File: src/rtl/ldw_regwb_arbiter_pkg.sv
// Shared widths and helpers for the register-file write-back arbiter and its scoreboard.
package ldw_regwb_arbiter_pkg;

    localparam int DW    = 32;
    localparam int AW    = 5;
    localparam int NREGS = 32;
    localparam int WCW   = 4;   // wide enough for MAXWAIT up to 15

    localparam logic [AW-1:0] REG_ZERO = '0;

    function automatic logic [NREGS-1:0] reg_onehot(input logic [AW-1:0] wn);
        logic [NREGS-1:0] one;
        one = {{(NREGS-1){1'b0}}, 1'b1};
        return one << wn;
    endfunction

endpackage

File: src/rtl/ldw_regwb_arbiter_if.sv
// Write-back request, issue/hazard query and register-file write-port signals of the arbiter.
interface ldw_regwb_arbiter_if;
    import ldw_regwb_arbiter_pkg::*;

    logic          p_valid;
    logic [AW-1:0] p_wn;
    logic [DW-1:0] p_d;
    logic          p_ready;

    logic          s_valid;
    logic [AW-1:0] s_wn;
    logic [DW-1:0] s_d;
    logic          s_ready;

    logic          s_issue;
    logic [AW-1:0] s_issue_wn;
    logic          s_issue_ok;

    logic [AW-1:0] chk_a;
    logic [AW-1:0] chk_b;
    logic          hazard_a;
    logic          hazard_b;

    logic          rf_we;
    logic [AW-1:0] rf_wn;
    logic [DW-1:0] rf_d;

    modport slave (
        input  p_valid, p_wn, p_d, s_valid, s_wn, s_d, s_issue, s_issue_wn, chk_a, chk_b,
        output p_ready, s_ready, s_issue_ok, hazard_a, hazard_b, rf_we, rf_wn, rf_d
    );

    modport master (
        output p_valid, p_wn, p_d, s_valid, s_wn, s_d, s_issue, s_issue_wn, chk_a, chk_b,
        input  p_ready, s_ready, s_issue_ok, hazard_a, hazard_b, rf_we, rf_wn, rf_d
    );

endinterface

File: src/rtl/ldw_wb_scoreboard.sv
// Pending-write bitmap for multicycle results: WAW issue gating and RAW hazard lookups.
module ldw_wb_scoreboard
    import ldw_regwb_arbiter_pkg::*;
(
    input  logic          clk,
    input  logic          clr,
    input  logic          set_en,
    input  logic [AW-1:0] set_wn,
    input  logic          clr_en,
    input  logic [AW-1:0] clr_wn,
    input  logic [AW-1:0] chk_a,
    input  logic [AW-1:0] chk_b,
    input  logic          wr_we,
    input  logic [AW-1:0] wr_wn,
    output logic          issue_ok,
    output logic          hazard_a,
    output logic          hazard_b
);

    logic [NREGS-1:0] pend_q;
    logic [NREGS-1:0] pend_d;
    logic [NREGS-1:0] set_vec;
    logic [NREGS-1:0] clr_vec;

    always_comb begin
        issue_ok = ~pend_q[set_wn];
        set_vec  = '0;
        clr_vec  = '0;
        if (set_en && issue_ok && set_wn != REG_ZERO)
            set_vec = reg_onehot(set_wn);
        if (clr_en)
            clr_vec = reg_onehot(clr_wn);
    end

    // A set beats a clear on the same register: the new issue follows the completion.
    generate
        for (genvar gi = 0; gi < NREGS; gi++) begin : g_pend
            if (gi == 0) begin : g_zero
                assign pend_d[gi] = 1'b0;
            end else begin : g_bit
                assign pend_d[gi] = set_vec[gi] | (pend_q[gi] & ~clr_vec[gi]);
            end
        end
    endgenerate

    always_ff @(posedge clk) begin
        if (clr)
            pend_q <= '0;
        else
            pend_q <= pend_d;
    end

    // The write-port term covers a result registered but not yet committed to the file.
    always_comb begin
        hazard_a = (chk_a != REG_ZERO) && (pend_q[chk_a] || (wr_we && wr_wn == chk_a));
        hazard_b = (chk_b != REG_ZERO) && (pend_q[chk_b] || (wr_we && wr_wn == chk_b));
    end

endmodule

File: src/rtl/ldw_regwb_arbiter.sv
// Shares the single register-file write port between pipeline write-back and a multicycle unit.
module ldw_regwb_arbiter
    import ldw_regwb_arbiter_pkg::*;
#(
    parameter int MAXWAIT = 4
)(
    input  logic                 clk,
    input  logic                 clr,
    ldw_regwb_arbiter_if.slave   wb
);

    localparam logic [WCW-1:0] MAXW = WCW'(MAXWAIT);

    logic [WCW-1:0] wait_cnt_q, wait_cnt_d;
    logic           rf_we_q, rf_we_d;
    logic [AW-1:0]  rf_wn_q, rf_wn_d;
    logic [DW-1:0]  rf_d_q, rf_d_d;

    logic           force_grant;
    logic           p_grant;
    logic           s_grant;
    logic           any_grant;
    logic [AW-1:0]  g_wn;
    logic [DW-1:0]  g_data;

    // Primary wins by default; a secondary that has lost MAXWAIT cycles in a row is forced through.
    always_comb begin
        force_grant = (wait_cnt_q == MAXW);
        s_grant     = wb.s_valid & (force_grant | ~wb.p_valid) & ~clr;
        p_grant     = wb.p_valid & ~(force_grant & wb.s_valid) & ~clr;
        any_grant   = p_grant | s_grant;
        g_wn        = s_grant ? wb.s_wn : wb.p_wn;
        g_data      = s_grant ? wb.s_d  : wb.p_d;
    end

    always_comb begin
        wait_cnt_d = wait_cnt_q;
        if (!wb.s_valid || s_grant)
            wait_cnt_d = '0;
        else if (wait_cnt_q != MAXW)
            wait_cnt_d = wait_cnt_q + 1'b1;

        rf_we_d = any_grant && (g_wn != REG_ZERO);
        rf_wn_d = any_grant ? g_wn   : rf_wn_q;
        rf_d_d  = any_grant ? g_data : rf_d_q;
    end

    always_ff @(posedge clk) begin
        if (clr) begin
            wait_cnt_q <= '0;
            rf_we_q    <= 1'b0;
            rf_wn_q    <= '0;
            rf_d_q     <= '0;
        end else begin
            wait_cnt_q <= wait_cnt_d;
            rf_we_q    <= rf_we_d;
            rf_wn_q    <= rf_wn_d;
            rf_d_q     <= rf_d_d;
        end
    end

    logic sb_issue_ok, sb_hazard_a, sb_hazard_b;

    ldw_wb_scoreboard u_scoreboard (
        .clk      (clk),
        .clr      (clr),
        .set_en   (wb.s_issue),
        .set_wn   (wb.s_issue_wn),
        .clr_en   (s_grant),
        .clr_wn   (wb.s_wn),
        .chk_a    (wb.chk_a),
        .chk_b    (wb.chk_b),
        .wr_we    (rf_we_q),
        .wr_wn    (rf_wn_q),
        .issue_ok (sb_issue_ok),
        .hazard_a (sb_hazard_a),
        .hazard_b (sb_hazard_b)
    );

    assign wb.p_ready    = p_grant;
    assign wb.s_ready    = s_grant;
    assign wb.s_issue_ok = sb_issue_ok;
    assign wb.hazard_a   = sb_hazard_a;
    assign wb.hazard_b   = sb_hazard_b;
    assign wb.rf_we      = rf_we_q;
    assign wb.rf_wn      = rf_wn_q;
    assign wb.rf_d       = rf_d_q;

endmodule

File: src/flat_wrapper.sv
// flat-port wrapper written by rule: the top's interface ports become plain ports
module ldw_regwb_arbiter_flat import ldw_regwb_arbiter_pkg::*;
#(
    parameter int MAXWAIT = 4
)
  (clk, clr, wb_p_valid, wb_p_wn, wb_p_d, wb_s_valid, wb_s_wn, wb_s_d, wb_s_issue, wb_s_issue_wn, wb_chk_a, wb_chk_b, wb_p_ready, wb_s_ready, wb_s_issue_ok, wb_hazard_a, wb_hazard_b, wb_rf_we, wb_rf_wn, wb_rf_d);
  ldw_regwb_arbiter_if wb_i ();
  input  logic clk;
  input  logic clr;
  input wire logic [$bits(wb_i.p_valid)-1:0] wb_p_valid;
  input wire logic [$bits(wb_i.p_wn)-1:0] wb_p_wn;
  input wire logic [$bits(wb_i.p_d)-1:0] wb_p_d;
  input wire logic [$bits(wb_i.s_valid)-1:0] wb_s_valid;
  input wire logic [$bits(wb_i.s_wn)-1:0] wb_s_wn;
  input wire logic [$bits(wb_i.s_d)-1:0] wb_s_d;
  input wire logic [$bits(wb_i.s_issue)-1:0] wb_s_issue;
  input wire logic [$bits(wb_i.s_issue_wn)-1:0] wb_s_issue_wn;
  input wire logic [$bits(wb_i.chk_a)-1:0] wb_chk_a;
  input wire logic [$bits(wb_i.chk_b)-1:0] wb_chk_b;
  output wire logic [$bits(wb_i.p_ready)-1:0] wb_p_ready;
  output wire logic [$bits(wb_i.s_ready)-1:0] wb_s_ready;
  output wire logic [$bits(wb_i.s_issue_ok)-1:0] wb_s_issue_ok;
  output wire logic [$bits(wb_i.hazard_a)-1:0] wb_hazard_a;
  output wire logic [$bits(wb_i.hazard_b)-1:0] wb_hazard_b;
  output wire logic [$bits(wb_i.rf_we)-1:0] wb_rf_we;
  output wire logic [$bits(wb_i.rf_wn)-1:0] wb_rf_wn;
  output wire logic [$bits(wb_i.rf_d)-1:0] wb_rf_d;
  assign wb_i.p_valid = wb_p_valid;
  assign wb_i.p_wn = wb_p_wn;
  assign wb_i.p_d = wb_p_d;
  assign wb_i.s_valid = wb_s_valid;
  assign wb_i.s_wn = wb_s_wn;
  assign wb_i.s_d = wb_s_d;
  assign wb_i.s_issue = wb_s_issue;
  assign wb_i.s_issue_wn = wb_s_issue_wn;
  assign wb_i.chk_a = wb_chk_a;
  assign wb_i.chk_b = wb_chk_b;
  assign wb_p_ready = wb_i.p_ready;
  assign wb_s_ready = wb_i.s_ready;
  assign wb_s_issue_ok = wb_i.s_issue_ok;
  assign wb_hazard_a = wb_i.hazard_a;
  assign wb_hazard_b = wb_i.hazard_b;
  assign wb_rf_we = wb_i.rf_we;
  assign wb_rf_wn = wb_i.rf_wn;
  assign wb_rf_d = wb_i.rf_d;
  ldw_regwb_arbiter #(.MAXWAIT(MAXWAIT)) u_core (.clk(clk), .clr(clr), .wb(wb_i));
endmodule
File: config.mk
export PLATFORM = sky130hd
export DESIGN_NAME = ldw_regwb_arbiter_flat
export DESIGN_NICKNAME = d
export VERILOG_FILES = /design/src/rtl/ldw_regwb_arbiter_pkg.sv /design/src/rtl/ldw_regwb_arbiter_if.sv /design/src/rtl/ldw_wb_scoreboard.sv /design/src/rtl/ldw_regwb_arbiter.sv /design/src/flat_wrapper.sv
export SDC_FILE = /design/constraint.sdc
export NUM_CORES = 1
export LEC_CHECK = 0
export CAP_MARGIN = 10
export CORE_ASPECT_RATIO = 1.25
export CORE_MARGIN = 3
export CORE_UTILIZATION = 45
export CTS_CLUSTER_DIAMETER = 40
export DETAILED_ROUTE_END_ITERATION = 6
export GPL_ROUTABILITY_DRIVEN = 0
export PLACE_DENSITY_LB_ADDON = 0.25
export SETUP_SLACK_MARGIN = 0.15
export SLEW_MARGIN = 20
export SYNTH_ARGS = -nofsm -noshare
export SYNTH_HDL_FRONTEND = slang
export SYNTH_HIERARCHICAL = 1
export SYNTH_SLANG_ARGS = --single-unit
File: constraint.sdc
create_clock -name clk -period 3.2 [get_ports clk]
set_input_delay 0.64 -clock clk [delete_from_list [all_inputs] [get_ports clk]]
set_output_delay 0.64 -clock clk [all_outputs]
set_load 0.02 [all_outputs]
**After elaboration in Yosys (flattened, before gate mapping)**

Index checks and enable logic that the tools add are counted.

- Bitwise logic cells: 104
- Equal/unequal tests: 4
- Divide/modulo/power cells: 0
- Shift operators: 2
- Reductions and logical operators: 16
- Multiplexer cells: 10
- Add/subtract/negate cells: 1
- $mul: 0
- Magnitude comparators: 3

Operators with widths:

| operator | count |
|---|---|
| $mux W32 | 3 |
| $shl A1 B5 Y32 const A | 2 |
| $and A1 B1 Y1 | 36 |
| $not A1 Y1 | 35 |
| $or A1 B1 Y1 | 33 |
| $reduce_bool A5 Y1 | 4 |
| $lt A5 B6 Y1 const B | 3 |
| $bmux W1 S5 | 3 |
| $eq A5 B5 Y1 | 2 |
| $logic_and A1 B1 Y1 | 7 |
| $mux W5 | 1 |
| $add A4 B1 Y4 const B | 1 |
| $eq A4 B3 Y1 const B | 1 |
| $ne A4 B3 Y1 const B | 1 |
| $logic_or A1 B1 Y1 | 3 |
| $mux W1 | 3 |
| $reduce_or A2 Y1 | 1 |
| $logic_not A1 Y1 | 1 |

- Bits in registers: 74
- Bits in latches: 0
- Memory bits (read-only): 0
- Word-level logic and storage cells: 146
- Input port bits: 94
- Memories kept: 0
- Bits in writable memories: 0

**Longest topological paths before layout**

Gate-level depths: netlist of the first run.

- Word-level depth: 8
- Mapped depth: 13

**Cells and area by module**

Netlist of the first run, hierarchy kept.

By module, submodules not included:

| module | seq. area each (um^2) | cells an instance | area each (um^2) | times used |
|---|---|---|---|---|
| ldw_wb_scoreboard | 620.6 | 247 | 2292.2 | 1 |
| ldw_regwb_arbiter | 840.8 | 227 | 2042.0 | 1 |

**Least setup slack after synthesis of the first run**

Ideal clock, no wire load.

- Path type: input port to output port
- From: input port wb_s_issue_wn[0]
- To: output port wb_s_issue_ok
- Cell stages on the path: 7
- Arrival: 2243 ps
- Required time: 2560 ps
- Setup slack: 317 ps
- Cell sequence: buf_6 clkbuf_1 mux4_2 mux2i_1 mux2_2 nor2_1 nor2_1

- Cells in the longest elaborated chain, start to end: 3

Ends and longest elaborated chain:

| element | RTL line | RTL |
|---|---|---|
| start: declaration | flat_wrapper.sv:17 | `input wire logic [$bits(wb_i.s_issue_wn)-1:0] wb_s_issue_wn;` |
| $bmux W1 S5 | ldw_wb_scoreboard.sv:26 | `issue_ok = ~pend_q[set_wn];` |
| $mux W1 (not written as such) | ldw_wb_scoreboard.sv:26 |  |
| $not A1 Y1 | ldw_wb_scoreboard.sv:26 |  |
| end: declaration | flat_wrapper.sv:22 | `output wire logic [$bits(wb_i.s_issue_ok)-1:0] wb_s_issue_ok;` |

Every way passes these cells. The select of a mux whose other input is x is not followed.

**Worst setup path in the final report of the first run**

- From: input port wb_chk_a[1]
- To: output port wb_hazard_a

- Cells in the longest elaborated chain, start to end: 4
- Elaborated cells between the ends (all ways): 7

Ends and longest elaborated chain:

| element | RTL line | RTL |
|---|---|---|
| start: declaration | flat_wrapper.sv:18 | `input wire logic [$bits(wb_i.chk_a)-1:0] wb_chk_a;` |
| $bmux W1 S5 / $eq A5 B5 Y1 (equally long branches) | ldw_wb_scoreboard.sv:55 | `hazard_a = (chk_a != REG_ZERO) && (pend_q[chk_a] \|\| (wr_we && wr_wn == chk_a));` |
| $mux W1 (not written as such) / $logic_and A1 B1 Y1 (equally long branches) | ldw_wb_scoreboard.sv:55 |  |
| $logic_or A1 B1 Y1 | ldw_wb_scoreboard.sv:55 |  |
| $logic_and A1 B1 Y1 * | ldw_wb_scoreboard.sv:55 |  |
| end: declaration | flat_wrapper.sv:23 | `output wire logic [$bits(wb_i.hazard_a)-1:0] wb_hazard_a;` |

Mark *: on every way between the ends. The rest lies on a longest branch, timed or not. The select of a mux whose other input is x is not followed.

==> results of run 1 <==
## Yosys cell counts, types with 10 or more instances
master / instances / area [um^2]
o21ai_0: 23 / 115
o221a_1: 31 / 349
nor2_1: 57 / 214
mux2i_1: 11 / 110
mux4_2: 21 / 473
o211ai_1: 10 / 75.1
buf_2: 11 / 55.1
nor3_1: 38 / 190
nand3_1: 14 / 70.1
clkbuf_1: 18 / 67.6
nand2_1: 36 / 135
dfxtp_1: 73 / 1460
## state kept, by name (all words and copies together), names as in the netlist
signal / flops
u_core/wb.rf_we: 1
u_core/wait_cnt_q: 4
u_core/u_scoreboard/pend_q: 31
u_core/wb.rf_wn: 5
u_core/wb.rf_d: 32
## logic make-up (layout without fill, tap and decap cells)
logic type,Yosys count,after routing,share of synthesized area
xor+xnor,11,11,0.0222
simple gates,190,190,0.219
flops,73,73,0.337
fa+ha+maj,2,2,0.00577
compound gates,112,112,0.211
mux,37,37,0.150
buf+inv,49,207,0.0551
## layer usage
metal / track usage / vias to the layer above / wire length, um
met4: 0.123 / 0 / 561
met1: 0.300 / 2148 / 5330
met5: 0 / - / 0
li1: - / 2116 / -
met2: 0.450 / 257 / 7460
met3: 0.0779 / 54 / 1150
## worst max path at each step
stage,startpoint,endpoint
6_report,wb_chk_a[1],wb_hazard_a
5_1_grt,wb_chk_a[3],wb_hazard_a
4_1_cts,wb_chk_a[1],wb_hazard_a
3_5_place_dp,wb_chk_a[0],wb_hazard_a
3_3_place_gp,wb_chk_a[0],wb_hazard_a
2_1_floorplan,wb_s_issue_wn[0],wb_s_issue_ok
## power breakdown
| part | switching [mW] | internal [mW] |
|---|---|---|
| clock network | 0.384 | 0.650 |
| registers | 0.0341 | 0.956 |
| logic | 0.262 | 0.300 |
## layout make-up
type / instances / area [um^2]
inverter: 11 / 41.3
clock inverter: 5 / 62.6
fill: 728 / 2920
multi-input combinational: 352 / 2670
sequential: 73 / 1460
timing repair buffer: 180 / 1710
clock buffer: 11 / 253
tap: 123 / 154
## per-stage QoR
step / worst slack (ns) / cells / TNS, ns / util / hold WS (ns)
after floorplan: 0.317 / 474 / 0 / - / 0.430
after global placement: -0.542 / 730 / -1.36 / 0.639 / 0.445
after detailed placement: -0.587 / 730 / -1.45 / 0.639 / 0.452
after CTS: 0.0749 / 752 / 0 / 0.679 / 0.465
after global routing: 0.145 / 755 / 0 / 0.686 / 0.514
final: 0.204 / 755 / 0 / 0.686 / 0.462
## repair_timing
action / CTS / global route
buffers inserted: 5 / 2
pin swaps: 1 / 4
resized for setup: 26 / 11
endpoints found under the hold margin: 0 / 0
cloned: 1 / 1
endpoints found under the setup margin: 3 / 2
==> flow_metrics.env, run 1 <==
export IMPL_clk_latency_ns=0.33
export IMPL_grt_pass1_wl_um=22500
export IMPL_holdPathStages=1
export IMPL_period_share=0.936
export IMPL_cts_max_level=3
export IMPL_cts_buffers_inserted=9
export IMPL_rsz0062_at_grt="yes"
export IMPL_drt_iter0_drc=355
export IMPL_critPathBufInv=2
export IMPL_finClkSkew_ns=0.00372
export IMPL_critPathLaunchType="primary input"
export IMPL_crit_arrival_ns=2.36
export IMPL_async_flop_share=0
export IMPL_hold_viol_final=0
export IMPL_outcome="complete, no violations"
export IMPL_crit_path_max_fanout=6
export IMPL_r2r_cells=8
export IMPL_dp_hpwl_um=10400
export IMPL_grt_max_degree=46
export IMPL_crit_required_ns=2.56
export IMPL_worst_pin_slew_ns=0.764
export IMPL_slowest_delay_ns=0.37
export IMPL_min_to="u_core/wait_cnt_q[0]"
export IMPL_clock_sinks=73
export IMPL_place_area_mm2=0.00592
export IMPL_path_cells="dlygate4sd2_1, mux2_2, a221oi_1, nor3_1, a2111oi_2, nor3_1, buf_2"
export IMPL_cp_depth=7
export IMPL_synth_cells=474
export IMPL_power_total_mw=2.59
export IMPL_via_count=4575
export IMPL_maxCapViolations=0
export IMPL_cellLeakagePower_nw=2.33
export IMPL_track_usage=0.263
export IMPL_fin_area_mm2=0.00636
export IMPL_ys_types=56
export IMPL_final_common_cell="clkdlybuf4s50_1"
export IMPL_rows=39
export IMPL_power_density_mw_per_mm2=407
export IMPL_drt_wl_total_um=14500
export IMPL_ys_flop_type="dfxtp_1"
export IMPL_ys_seq_elements=73
export IMPL_reg2reg_to="u_core/u_scoreboard/pend_q[12]"
export IMPL_setup_violations=0
export IMPL_rr_startpoint="u_core/wait_cnt_q[0]"
export IMPL_clk_pin_slew_ns=0.06
export IMPL_ys_warn_count=6
export IMPL_yosysSeqAreaShare=0.337
export IMPL_syn2layout_area_growth_pct=46.7
export IMPL_overflow=0
export IMPL_crit_family="compound AO/OA/AOI/OAI gates"
export IMPL_fin_crit_ns=3.00
export IMPL_ff2ff_setup_slack_ns=0.95
export IMPL_ir_worst_vdd_uv=270
export IMPL_hp_start="u_core/wait_cnt_q[0]"
export IMPL_drv_slew=0
export IMPL_route_detailed_drc=0
export IMPL_drive_above_1_share=0.168
export IMPL_core_area_mm2=0.00927
export IMPL_avgSynthCellArea_um2=9.14
export IMPL_nets=723
export IMPL_clk_path_buf_depth=2
export IMPL_first_pass_iters=6
export IMPL_clockRootBuffer="clkbuf_16"
export IMPL_crit_slowest_cell="mux2_2"
export IMPL_layout_common_cells="clkdlybuf4s50_1, dfxtp_1, nor2_1, buf_4, nor3_1"
export IMPL_netlist_area_mm2=0.00433
export IMPL_cts_tree="yes"
export IMPL_endpoint_kind="primary output"
export IMPL_worstHoldPathType="reg2reg"
export IMPL_synth_edf_count=0
export IMPL_post_drt_wl_per_cell_um=19.2
export IMPL_io_buffers=136
export IMPL_hold_buffers=0
export IMPL_initial_utilization=0.467
export IMPL_grt_pass1_vias=4678
export IMPL_fmax_mhz=334
export IMPL_io_pins=137
export IMPL_die_h_um=116
export IMPL_die_w_um=93.8
export IMPL_antenna_found_initial=0
export IMPL_slew_headroom=0.489
export IMPL_ant_nets=0
export IMPL_viasPerCell=6.06
export IMPL_critPathKind="in2out"
export IMPL_fp_dieArea_mm2=0.0109
export IMPL_crit_top_cell="nor3_1"
export IMPL_diodes=0
export IMPL_synth_nets=570
(Power assumes the default switching activity.)
==> run 2, diff against run 1 <==
PLACE_DENSITY = 0.82   (was not set)
PLACE_DENSITY_LB_ADDON = not set   (was 0.25)
==> run 2 against run 1 <==
Net effect: sequential share of layout area is 0.61 points higher; global-route usage up 0.41 points; sequential cell count did not move; clock skew is 0.0020 ns higher.
==> flow_metrics.env, run 2 (same netlist as run 1, synthesis figures left out) <==
export IMPL_outcome="complete, no violations"
export IMPL_fp_dieArea_mm2=0.0109
export IMPL_worst_pin_slew_ns=0.680
export IMPL_fillers=736
export IMPL_diodes=0
export IMPL_route_detailed_drc=0
export IMPL_critPathKind="in2out"
export IMPL_cts_buffers_inserted=9
export IMPL_viasPerCell=6.16
export IMPL_clk_pin_slew_ns=0.05
export IMPL_setup_violations=0
export IMPL_ir_worst_vdd_uv=317
export IMPL_crit_required_ns=2.56
export IMPL_crit_arrival_ns=2.35
export IMPL_setup_ws_ns=0.210
export IMPL_die_h_um=116
export IMPL_critPathLaunchType="primary input"
export IMPL_fin_crit_ns=2.99
export IMPL_core_area_mm2=0.00927
export IMPL_io_buffers=136
export IMPL_cts_max_level=3
export IMPL_first_pass_iters=6
export IMPL_drt_iter0_drc=371
export IMPL_drt_wl_total_um=14500
export IMPL_overflow=0
export IMPL_grt_pass1_vias=4632
export IMPL_clk_latency_ns=0.33
export IMPL_grt_max_degree=63
export IMPL_nets=710
export IMPL_clk_path_buf_depth=2
export IMPL_largest_reg_flops=32
export IMPL_period_share=0.934
export IMPL_via_count=4563
export IMPL_endpoint_kind="primary output"
export IMPL_power_density_mw_per_mm2=403
export IMPL_drv_slew=0
export IMPL_finClkSkew_ns=0.00575
export IMPL_clock_sinks=73
export IMPL_fin_util=0.668
export IMPL_worstHoldPathType="reg2reg"
export IMPL_final_common_cell="clkdlybuf4s50_1"
export IMPL_fin_tns_setup_ns=0
export IMPL_rows=39
export IMPL_slew_headroom=0.546
export IMPL_initial_utilization=0.467
export IMPL_dp_hpwl_um=10700
export IMPL_grt_pass1_wl_um=22600
export IMPL_fmax_mhz=334
export IMPL_drive_above_1_share=0.144
export IMPL_ant_nets=0
export IMPL_cts_tree="yes"
export IMPL_rsz0062_at_grt="no"
export IMPL_maxCapViolations=0
export IMPL_syn2layout_area_growth_pct=42.8
export IMPL_die_w_um=93.8
export IMPL_antenna_found_initial=0
export IMPL_crit_path_max_fanout=8
export IMPL_hold_viol_final=0
export IMPL_io_pins=137
export IMPL_dp_slack_ns=-0.556
export IMPL_cellLeakagePower_nw=2.24
export IMPL_post_drt_wl_per_cell_um=19.6
export IMPL_clockRootBuffer="clkbuf_16"
export IMPL_layout_common_cells="clkdlybuf4s50_1, dfxtp_1, nor2_1, nor3_1, nand2_1"
export IMPL_track_usage=0.267
run 2: changes by cell type in the layout (fill, tap and decap cells not counted), moves of 2 or more:
cell / delta
mux2i_1: +2
clkbuf_1: +2
clkbuf_8: -2
clkinvlp_4: -2
clkinv_2: +3
buf_6: +3
buf_4: -13
run 2: where the power goes:
part | internal [mW] | total, mW | switching (mW)
combinational | 0.289 | 0.546 | 0.258
clock | 0.595 | 0.954 | 0.359
sequential | 0.956 | 0.991 | 0.0351
total | 1.84 | 2.49 | 0.652
run 2: area by class of cell:
class / count / area [um^2] / share of cell area
Tap cell: 123 / 154 / 0.0249
Clock inverter: 4 / 45.0 / 0.00728
Timing Repair Buffer: 167 / 1590 / 0.257
Multi-Input combinational cell: 352 / 2660 / 0.430
Inverter: 11 / 41.3 / 0.00667
Sequential cell: 73 / 1460 / 0.236
Clock buffer: 11 / 233 / 0.0376
run 2: path summary, 6_finish.rpt:
path / startpoint / end / slack (ns) / cells past startpoint
setup / recovery: wb_chk_b[2] / wb_hazard_b / 0.21 / 8
hold reg to reg: u_core/wait_cnt_q[0] / u_core/wait_cnt_q[0] / 0.48 / 1
setup reg to reg: u_core/wait_cnt_q[0] / u_core/u_scoreboard/pend_q[12] / 0.96 / 8
hold / removal: u_core/wait_cnt_q[0] / u_core/wait_cnt_q[0] / 0.48 / 1
run 2: timing repair:
item	4_1_cts	5_1_grt
pin swaps	3	1
buffers inserted	1	0
resized for setup	32	6
endpoints found under the setup margin	3	2
hold buffers	0	0
run 2: per-stage QoR:
stage	cells	area, um^2	total power [mW]	hold WS [ns]
3_5_place_dp	725	5870	1.55	0.474
3_3_place_gp	725	5870	1.54	0.444
6_report	741	6190	2.49	0.475
4_1_cts	741	6180	2.50	0.488
5_1_grt	741	6190	2.58	0.505
2_1_floorplan	474	4330	1.26	0.430
run 2: metal layers:
metal / up-vias / track usage / part of all wire
met4: 0 / 0.161 / 0.059
met5: - / 0 / 0
li1: 2086 / - / -
met3: 73 / 0.0981 / 0.10
met1: 2112 / 0.273 / 0.34
met2: 292 / 0.462 / 0.50
run 2: critical path, stage by stage:
cell and delay (ns):
clkdlybuf4s50_1 0.47, buf_6 0.15, mux2i_1 0.08, mux4_2 0.50
nor2_2 0.11, o41ai_2 0.06, a2bb2oi_1 0.17, buf_4 0.17
==> run 3, diff against run 2 <==
PLACE_DENSITY = 0.83   (was 0.82)
SYNTH_HIERARCHICAL = not set   (was 1)
==> run 3 against run 2 <==
Net effect: non-clock buffer count did not move; wire length decreased by 4.2%; synthesized cell count decreased by 3.2%; via count is 3.0% lower; sequential cell count unchanged; critical path depth down 2; synthesized area decreased by 6.7%; worst hold slack worse by 0.0069 ns.
==> flow_metrics.env, run 3 <==
export IMPL_yosysSeqAreaShare=0.361
export IMPL_crit_family="multiplexers"
export IMPL_ys_warn_count=0
export IMPL_crit_slowest_cell="mux4_2"
export IMPL_antenna_found_initial=0
export IMPL_slew_headroom=0.404
export IMPL_synth_simple_area_share=0.189
export IMPL_synthMuxAreaShare=0.160
export IMPL_drv_slew=0
export IMPL_critPathBufInv=2
export IMPL_synthXorXnorAreaFrac=0.0217
export IMPL_dp_hpwl_um=10200
export IMPL_clk_path_buf_depth=2
export IMPL_place_area_mm2=0.00563
export IMPL_fin_tns_setup_ns=0
export IMPL_via_count=4428
export IMPL_multiInputGateArea_mm2=0.00243
export IMPL_power_total_mw=2.45
export IMPL_cts_tree="yes"
export IMPL_slowest_delay_ns=0.51
export IMPL_post_drt_wl_per_cell_um=19.3
export IMPL_crit_path_max_fanout=4
export IMPL_ys_types=46
export IMPL_clockRootBuffer="clkbuf_8"
export IMPL_ys_flop_type="dfxtp_1"
export IMPL_synth_adder_area_share=0.00619
export IMPL_async_flop_share=0
export IMPL_drive_above_1_share=0.141
export IMPL_synth_compound_area_frac=0.208
export IMPL_postCtsSetupRepairBufs=0
export IMPL_crit_required_ns=2.56
export IMPL_layout_common_cells="clkdlybuf4s50_1, nor2_1, dfxtp_1, nand2_1, o221ai_1"
export IMPL_synthTopCellsByArea="dfxtp_1, mux4_2, nor2_1, o221ai_1, o211ai_1"
export IMPL_outcome="complete, no violations"
export IMPL_fmax_mhz=331
export IMPL_cts_max_level=3
export IMPL_endpoint_kind="primary output"
export IMPL_r2r_cells=8
export IMPL_ff2ff_setup_slack_ns=0.96
export IMPL_min_to="u_core.wait_cnt_q[0]"
export IMPL_core_area_mm2=0.00870
export IMPL_synth_most_common_cell="nor2_1"
export IMPL_clk_latency_ns=0.36
export IMPL_ff_latch_area_mm2=0.00146
export IMPL_maxCapViolations=0
export IMPL_track_usage=0.270
export IMPL_critPathLaunchType="primary input"
export IMPL_grt_pass1_wl_um=21900
export IMPL_initial_utilization=0.465
export IMPL_final_common_cell="clkdlybuf4s50_1"
export IMPL_ir_worst_vdd_uv=329
export IMPL_finClkSkew_ns=0.0104
export IMPL_syn2layout_area_growth_pct=47.5
export IMPL_setup_ws_ns=0.178
export IMPL_io_pins=137
export IMPL_rr_startpoint="u_core.wait_cnt_q[0]"
export IMPL_yosys_area_top_type="dfxtp_1"
export IMPL_fin_util=0.685
export IMPL_synth_top_family_by_area="compound AO/OA/AOI/OAI gates"
export IMPL_first_pass_iters=5
export IMPL_synth_edf_count=0
export IMPL_ys_seq_elements=73
export IMPL_synth_cells=459
export IMPL_reg2reg_to="u_core.u_scoreboard.pend_q[1]"
export IMPL_route_detailed_drc=0
export IMPL_path_cells="clkdlybuf4s15_2, mux4_2, mux2_2, a2111oi_4, nor3_1, clkbuf_2"
export IMPL_hold_viol_final=0
export IMPL_avgSynthCellArea_um2=8.81
export IMPL_worst_pin_slew_ns=0.893
export IMPL_hold_buffers=0
export IMPL_drt_wl_total_um=13900
export IMPL_cellLeakagePower_nw=2.17
export IMPL_ys_top_cells_by_count="nor2_1, dfxtp_1, nand2_1"
export IMPL_fp_dieArea_mm2=0.0102
export IMPL_rsz0062_at_grt="no"
export IMPL_hp_start="u_core.wait_cnt_q[0]"
export IMPL_finalNonFillerCells=723
export IMPL_largest_reg_flops=32
export IMPL_dp_slack_ns=-0.682
export IMPL_synth_nets=555
export IMPL_viasPerCell=6.12
export IMPL_grt_pass1_vias=4486
export IMPL_overflow=0
export IMPL_diodes=0
export IMPL_io_buffers=136
export IMPL_clk_pin_slew_ns=0.07
export IMPL_grt_max_degree=39
export IMPL_netlist_area_mm2=0.00404
export IMPL_cts_buffers_inserted=9
export IMPL_fin_hold_ws_ns=0.468
export IMPL_power_density_mw_per_mm2=411
export IMPL_die_h_um=112
export IMPL_fin_crit_ns=3.02
export IMPL_critPathKind="in2out"
export IMPL_ant_nets=0
export IMPL_placed_cells=706
export IMPL_fin_area_mm2=0.00596
export IMPL_period_share=0.944
export IMPL_rows=38
export IMPL_die_w_um=90.8
export IMPL_crit_arrival_ns=2.38
export IMPL_fillers=680
export IMPL_drt_iter0_drc=414
export IMPL_clock_sinks=73
export IMPL_holdPathStages=1
export IMPL_setup_violations=0
export IMPL_yosysTopAreaCellShare=0.361
export IMPL_nets=694
export IMPL_worstHoldPathType="reg2reg"
run 3: changes by cell type in the layout (fill, tap and decap cells not counted), moves of 5 or more:
cell	change
a21o_1	-5
o221a_1	-31
o311ai_0	+5
nor2_1	+32
o221ai_1	+32
a21oi_1	-5
nor3_1	-34
clkbuf_16	-9
clkbuf_8	+9
a2bb2oi_1	-6
nand4b_1	-5
o211ai_1	+12
o21ai_1	+5
run 3: layout make-up:
cell class                 instances  area share
clock buffer                      10      0.0214
clock inverter                     6      0.0218
inverter                          13     0.00818
multi-input combinational        334       0.407
sequential                        73       0.245
tap                              120      0.0252
timing repair buffer             167       0.271
run 3: kinds of logic after synthesis:
group	after synthesis
compound gates	114
xor+xnor	10
fa+ha+maj	2
buf+inv	52
flops	73
mux	35
simple gates	173
run 3: routing by layer:
metal	share of wire	track usage	vias up	wire, um
met3	0.11	0.0946	59	1480
met1	0.36	0.304	2081	5040
met4	0.048	0.131	0	672
li1	-	-	1998	-
met2	0.48	0.454	290	6740
met5	0	0	-	0
run 3: power breakdown:
part / total, mW / internal, mW / switching [mW]
sequential: 0.988 / 0.952 / 0.0362
combinational: 0.519 / 0.271 / 0.249
clock: 0.943 / 0.594 / 0.348
total: 2.45 / 1.82 / 0.633
run 3: what timing repair did:
| action | CTS | global route |
|---|---|---|
| pin swaps | 0 | 3 |
| gates cloned | 1 | 0 |
| gates resized for setup | 27 | 12 |
| setup endpoints to repair | 3 | 3 |
run 3: worst max-delay path by stage:
stage / end / cells after the start / startpoint / slack, ns
6_report: wb_hazard_a / 6 / wb_chk_a[0] / 0.18
5_1_grt: wb_s_issue_ok / 6 / wb_s_issue_wn[0] / 0.13
4_1_cts: wb_hazard_a / 6 / wb_chk_a[0] / 0.08
3_5_place_dp: wb_hazard_a / 6 / wb_chk_a[0] / -0.68
3_3_place_gp: wb_hazard_a / 6 / wb_chk_a[0] / -0.62
2_1_floorplan: wb_s_issue_ok / 6 / wb_s_issue_wn[0] / 0.16
